File: config.mk
export PLATFORM = sky130hd
export DESIGN_NAME = regfile_write_arbiter_flat
export DESIGN_NICKNAME = d
export VERILOG_FILES = /design/src/rtl/regfile_write_arbiter_if.sv /design/src/rtl/regfile_write_arbiter.sv /design/src/flat_wrapper.sv
export SDC_FILE = /design/constraint.sdc
export NUM_CORES = 1
export LEC_CHECK = 0
export ABC_AREA = 1
export CORE_ASPECT_RATIO = 0.5
export CORE_UTILIZATION = 34
export CTS_BUF_LIST = sky130_fd_sc_hd__clkbuf_4 sky130_fd_sc_hd__clkbuf_8 sky130_fd_sc_hd__clkbuf_16
export DETAILED_ROUTE_END_ITERATION = 10
export PLACE_DENSITY = 0.84
export SETUP_SLACK_MARGIN = 0.02
export SYNTH_ARGS = -nofsm -noshare
export SYNTH_HDL_FRONTEND = slang
export SYNTH_SLANG_ARGS = --single-unit
File: constraint.sdc
create_clock -name clk -period 2.5 [get_ports clk]
set_input_delay 0.25 -clock clk [delete_from_list [all_inputs] [get_ports clk]]
set_output_delay 0.25 -clock clk [all_outputs]
set_load 0.005 [all_outputs]
File: src/rtl/regfile_write_arbiter_if.sv
// rtl/regfile_write_arbiter_if.sv - requester/init/register-file bundle for the write arbiter
interface regfile_write_arbiter_if;
  logic [2:0]  req_valid;
  logic [17:0] req_addr;
  logic [95:0] req_data;
  logic [2:0]  req_ready;
  logic        init_start;
  logic        init_busy;
  logic [5:0]  write_select;
  logic [31:0] write_in;
  logic [1:0]  grant_id;

  modport master (
    output req_valid, req_addr, req_data, init_start,
    input  req_ready, init_busy, write_select, write_in, grant_id
  );

  modport slave (
    input  req_valid, req_addr, req_data, init_start,
    output req_ready, init_busy, write_select, write_in, grant_id
  );
endinterface

File: src/rtl/regfile_write_arbiter.sv
// rtl/regfile_write_arbiter.sv - round-robin register-file write arbiter with clear sweep
module regfile_write_arbiter #(
  parameter int NREQ     = 3,
  parameter int NREGS    = 32,
  parameter int IDLE_SEL = 63
) (
  input logic                    clk,
  input logic                    reset,
  regfile_write_arbiter_if.slave bus
);

  typedef enum logic {ARB, INIT} state_t;

  localparam logic [5:0] IDLE     = 6'(IDLE_SEL);
  localparam logic [4:0] LAST_CNT = 5'(NREGS - 1);
  localparam logic [1:0] NO_GRANT = 2'd3;

  state_t      r_state;
  logic [1:0]  r_rr_ptr;
  logic [4:0]  r_cnt;
  logic [5:0]  r_write_select;
  logic [31:0] r_write_in;
  logic [1:0]  r_grant_id;

  logic        w_any;
  logic [1:0]  w_win;
  logic        w_arb_en;
  logic [2:0]  w_ready;
  logic [5:0]  w_win_addr;
  logic [31:0] w_win_data;

  function automatic logic [1:0] wrap3(input logic [2:0] v);
    logic [2:0] t;
    t = (v >= 3'd3) ? (v - 3'd3) : v;
    return t[1:0];
  endfunction

  // First valid requester at or after rr_ptr, wrapping modulo 3
  always_comb begin
    w_any = 1'b0;
    w_win = 2'd0;
    for (int k = 0; k < NREQ; k++) begin
      if (!w_any && bus.req_valid[wrap3({1'b0, r_rr_ptr} + 3'(k))]) begin
        w_any = 1'b1;
        w_win = wrap3({1'b0, r_rr_ptr} + 3'(k));
      end
    end
  end

  always_comb begin
    w_win_addr = bus.req_addr[5:0];
    w_win_data = bus.req_data[31:0];
    case (w_win)
      2'd1: begin
        w_win_addr = bus.req_addr[11:6];
        w_win_data = bus.req_data[63:32];
      end
      2'd2: begin
        w_win_addr = bus.req_addr[17:12];
        w_win_data = bus.req_data[95:64];
      end
      default: begin
        w_win_addr = bus.req_addr[5:0];
        w_win_data = bus.req_data[31:0];
      end
    endcase
  end

  assign w_arb_en = !reset && (r_state == ARB) && !bus.init_start;
  assign w_ready  = (w_arb_en && w_any) ? (3'b001 << w_win) : 3'b000;

  always_ff @(posedge clk) begin
    if (reset) begin
      r_state        <= ARB;
      r_rr_ptr       <= 2'd0;
      r_cnt          <= 5'd0;
      r_write_select <= IDLE;
      r_write_in     <= 32'd0;
      r_grant_id     <= NO_GRANT;
    end else begin
      case (r_state)
        ARB: begin
          if (bus.init_start) begin
            r_state        <= INIT;
            r_cnt          <= 5'd0;
            r_write_select <= IDLE;
            r_write_in     <= 32'd0;
            r_grant_id     <= NO_GRANT;
          end else if (w_any) begin
            r_write_select <= w_win_addr;
            r_write_in     <= w_win_data;
            r_grant_id     <= w_win;
            r_rr_ptr       <= wrap3({1'b0, w_win} + 3'd1);
          end else begin
            r_write_select <= IDLE;
            r_write_in     <= 32'd0;
            r_grant_id     <= NO_GRANT;
          end
        end
        INIT: begin
          r_write_select <= {1'b0, r_cnt};
          r_write_in     <= 32'd0;
          r_grant_id     <= NO_GRANT;
          if (r_cnt == LAST_CNT) begin
            r_state <= ARB;
            r_cnt   <= 5'd0;
          end else begin
            r_cnt <= r_cnt + 5'd1;
          end
        end
        default: r_state <= ARB;
      endcase
    end
  end

  assign bus.req_ready    = w_ready;
  assign bus.init_busy    = (r_state == INIT);
  assign bus.write_select = r_write_select;
  assign bus.write_in     = r_write_in;
  assign bus.grant_id     = r_grant_id;

endmodule

File: src/flat_wrapper.sv
// flat-port wrapper written by rule: the top's interface ports become plain ports
module regfile_write_arbiter_flat 
#(
  parameter int NREQ     = 3,
  parameter int NREGS    = 32,
  parameter int IDLE_SEL = 63
)
  (clk, reset, bus_req_valid, bus_req_addr, bus_req_data, bus_init_start, bus_req_ready, bus_init_busy, bus_write_select, bus_write_in, bus_grant_id);
  regfile_write_arbiter_if bus_i ();
  input logic clk;
  input logic reset;
  input wire logic [$bits(bus_i.req_valid)-1:0] bus_req_valid;
  input wire logic [$bits(bus_i.req_addr)-1:0] bus_req_addr;
  input wire logic [$bits(bus_i.req_data)-1:0] bus_req_data;
  input wire logic [$bits(bus_i.init_start)-1:0] bus_init_start;
  output wire logic [$bits(bus_i.req_ready)-1:0] bus_req_ready;
  output wire logic [$bits(bus_i.init_busy)-1:0] bus_init_busy;
  output wire logic [$bits(bus_i.write_select)-1:0] bus_write_select;
  output wire logic [$bits(bus_i.write_in)-1:0] bus_write_in;
  output wire logic [$bits(bus_i.grant_id)-1:0] bus_grant_id;
  assign bus_i.req_valid = bus_req_valid;
  assign bus_i.req_addr = bus_req_addr;
  assign bus_i.req_data = bus_req_data;
  assign bus_i.init_start = bus_init_start;
  assign bus_req_ready = bus_i.req_ready;
  assign bus_init_busy = bus_i.init_busy;
  assign bus_write_select = bus_i.write_select;
  assign bus_write_in = bus_i.write_in;
  assign bus_grant_id = bus_i.grant_id;
  regfile_write_arbiter #(.NREQ(NREQ), .NREGS(NREGS), .IDLE_SEL(IDLE_SEL)) u_core (.clk(clk), .reset(reset), .bus(bus_i));
endmodule
==> results.md <==
* Crit Path Category: register to primary output
* Worst reg2reg setup slack at 0.12 ns
* CTS tree: done
* Share of cells above drive strength 1 at 17.8%
* Slowest stage delay, CP at 0.34 ns
* IO Pins at 164
* Post-synthesis cell area at 0.00262 mm^2
* Worst Setup End Kind: primary output
* Mean Syn Cell Area at 7.74 um^2
* Synthesized Nets at 469
* Cell count after synthesis at 339
* Area occupied by multi-input gates at 0.00152 mm^2
* Post-DRT Antenna Nets at 0
* Fin crit period at 2.41 ns
* Synth warn at 0
* PortBufs at 163
* Share of the synthesized area in the top cell type at 36.6%
* WL per Instance at 14.4 um
* Nets@finish at 642
* Distinct cells, synth at 29
* Static leakage at 1.86 nW
* Total global routing track utilization at 20.7%
* Detail Placement HPWL at 6400 um
* Status: finished, final reports clean
* Unrepaired setup endpoints after global routing: true
* Grt ovf at 0
* Storage element area at 966 um^2
* Initial Util at 35.4%
* Peak supply drop at 438 uV
* Post-synth top cells: nand2_1, dfxtp_1, a22o_1
* Most frequent cell after synthesis: nand2_1
* CTS H-tree lvls at 2
* # clock sinks at 48
* Slew HR at 66.0%
* Latest clock arrival within the worst-skew pair at 0.29 ns
* FFs w/ async S/R, synth at 0%
* Core Region at 0.00740 mm^2
* Setup Viol. Count Final at 0
* Least-Margin Pin Slew at 0.510 ns
* Yosys reg bits at 48
* Total CTS buffers at 5
* CP arrival at 2.16 ns
* Crit start category: register
* Ant. Diodes at 0
* Vias after detailed routing at 2931
* Total wire length at 8770 um
* First-pass GRT wire length at 13400 um
* Seq/Total Area, Yosys at 36.6%
* Clock Tree Root: clkbuf_16
* Crit-path max FO at 5
* Post-Layout Cell Count at 608
* Initial antenna violation count at 0
* DR vias/cell at 4.82
* Die footprint at 0.00809 mm^2
* Required time worst endpoint at 2.25 ns
* Primary FF master, synth: dfxtp_1
* Max Buffers Root-to-Sink at 2
* Vias in the first global route at 2766
* Crit path max-delay cell type: dfxtp_2
* Post-synth EDFFs at 0
* Final Hold Slack at 0.476 ns
* Yosys top cell by area: dfxtp_1
* Chip width at 126 um
* Top cells by area, synth: dfxtp_1, nand2_1, a22o_1
* Inst Count DP at 596
* Worst-path clk slew at 0.07 ns
* WP buf/inv at 5
* Fmax at 414 MHz
* Initial DRC count at 143
* Hold-fix buffers at CTS at 0
* PwrDens at 885 mW/mm^2
* Drt drc at 0
* Max-Cap Viols at 0
* Crit path top cell by count: nand2_2
* DRT Pass-1 Iters at 4
* Final RePlAce weighted congestion at 0.910
* Rows at 22
* Fin crit share at 96.6%
* Crit path max-delay family: simple AND/OR/NAND/NOR gates
* Layout area overhead at 80.4%
* CP cell instances: inv_2 -> ha_4 -> inv_2 -> nand2_2 -> nand3_2 -> nand2_2 -> nand2_2 -> nor2_4 -> nand2_2 -> nand2_2 -> buf_4 -> ha_4 -> inv_1 -> nor2_1 -> clkdlybuf4s15_2
* Final Hold Fails at 0
* Die Ht at 64.1 um
* Worst hold path class: register to register
* Final core occ at 63.9%
* Largest net degree at the start of global routing at 33
* Pins Over Slew Limit at 0
* Fillers at 609
* Layout Skew at 0.00335 ns
## stage by stage
stage / power [mW] / setup TNS (ns) / setup WS (ns) / area [um^2]
3_5_place_dp: 3.08 / -1.27 / -0.0922 / 4400
2_1_floorplan: 2.21 / 0 / 0.0104 / 2620
4_1_cts: 3.82 / -0.000598 / -0.000598 / 4580
3_3_place_gp: 3.04 / -0.00306 / -0.00287 / 4400
6_report: 4.19 / 0 / 0.0851 / 4730
5_1_grt: 4.46 / -0.0190 / -0.0190 / 4730
## path summary, 6_finish.rpt
path | start | endpoint | depth (start not counted)
worst min register to register | u_core.r_cnt[3] | u_core.r_cnt[3] | 2
worst max register to register | u_core.r_rr_ptr[0] | u_core.bus.write_in[29] | 17
worst max-delay path | u_core.r_rr_ptr[0] | bus_req_ready[1] | 15
worst min-delay path | u_core.r_cnt[3] | u_core.r_cnt[3] | 2
## registers in the layout, indices dropped and copies added, names as in the netlist
register and cells:
u_core.bus.write_select 6, u_core.bus.write_in 32, u_core.r_cnt 5, u_core.bus.init_busy 1, u_core.bus.grant_id 2, u_core.r_rr_ptr 2
## worst reg2reg max path, stage by stage (launching register included)
cell and delay (ns):
dfxtp_2 0.34, inv_2 0.05, ha_4 0.29, inv_2 0.05
nand2_2 0.05, nand3_2 0.06, nand2_2 0.09, nand2_2 0.08
nor2_4 0.10, nand2_2 0.09, nand2_4 0.08, inv_4 0.05
ha_4 0.27, buf_4 0.12, clkinvlp_4 0.18, clkbuf_16 0.23
nand2_1 0.08, a21oi_2 0.05
## report_power, final
group	leakage (nW)	switching, mW	internal [mW]	total, mW
combinational	1.40	1.32	1.26	2.59
sequential	0.393	0.0364	0.870	0.907
clock	0.0729	0.301	0.395	0.696
total	1.86	1.66	2.53	4.19
## routing by layer
layer	up-vias	track usage (%)	part of all wire (%)
li1	1481	-	-
met1	1398	24.7	43
met2	44	39.8	53
met3	8	3.43	2.0
met4	0	3.31	1.1
met5	-	0	0
## logic make-up (layout without fill, tap and decap cells)
group | after synthesis | in the layout | share of synthesized area [%]
adder cells (fa/ha/maj) | 10 | 10 | 4.77
AO/OA/AOI/OAI | 85 | 85 | 25.2
buffers and inverters | 48 | 221 | 8.96
flip-flops | 48 | 48 | 36.6
AND/OR/NAND/NOR | 147 | 147 | 24.1
XOR/XNOR | 1 | 1 | 0.334
## cell usage in the layout, fill, tap and decap left out, types with 4 or more instances in the layout
| master | netlist | final |
|---|---|---|
| ha_4 | 0 | 4 |
| clkbuf_16 | 0 | 7 |
| a21oi_2 | 27 | 27 |
| a22o_1 | 32 | 32 |
| ha_1 | 10 | 4 |
| buf_4 | 1 | 17 |
| nand3_1 | 21 | 21 |
| clkdlybuf4s50_1 | 0 | 160 |
| nand2_2 | 1 | 8 |
| inv_1 | 25 | 20 |
| a21oi_1 | 11 | 11 |
| o21ai_0 | 9 | 7 |
| nand2_1 | 106 | 98 |
| nor3_1 | 4 | 4 |
| dfxtp_1 | 48 | 46 |
| inv_2 | 1 | 4 |
| nor2_1 | 9 | 8 |
| buf_6 | 6 | 5 |
## cell type report
class | count | area share, %
flip-flops and latches | 48 | 20.4
clock inverters | 1 | 0.185
repair buffers | 188 | 39.7
clock buffers | 6 | 2.93
well taps | 96 | 2.54
multi-input cells | 243 | 32.0
inverters | 26 | 2.19
## timing repair
| action | in CTS | in global routing |
|---|---|---|
| buffers inserted | 1 | 1 |
| pin swaps | 4 | 6 |
| setup endpoints to repair | 40 | 42 |
| resized for setup | 14 | 27 |
| gates cloned | 0 | 3 |
(Power assumes the default switching activity.)
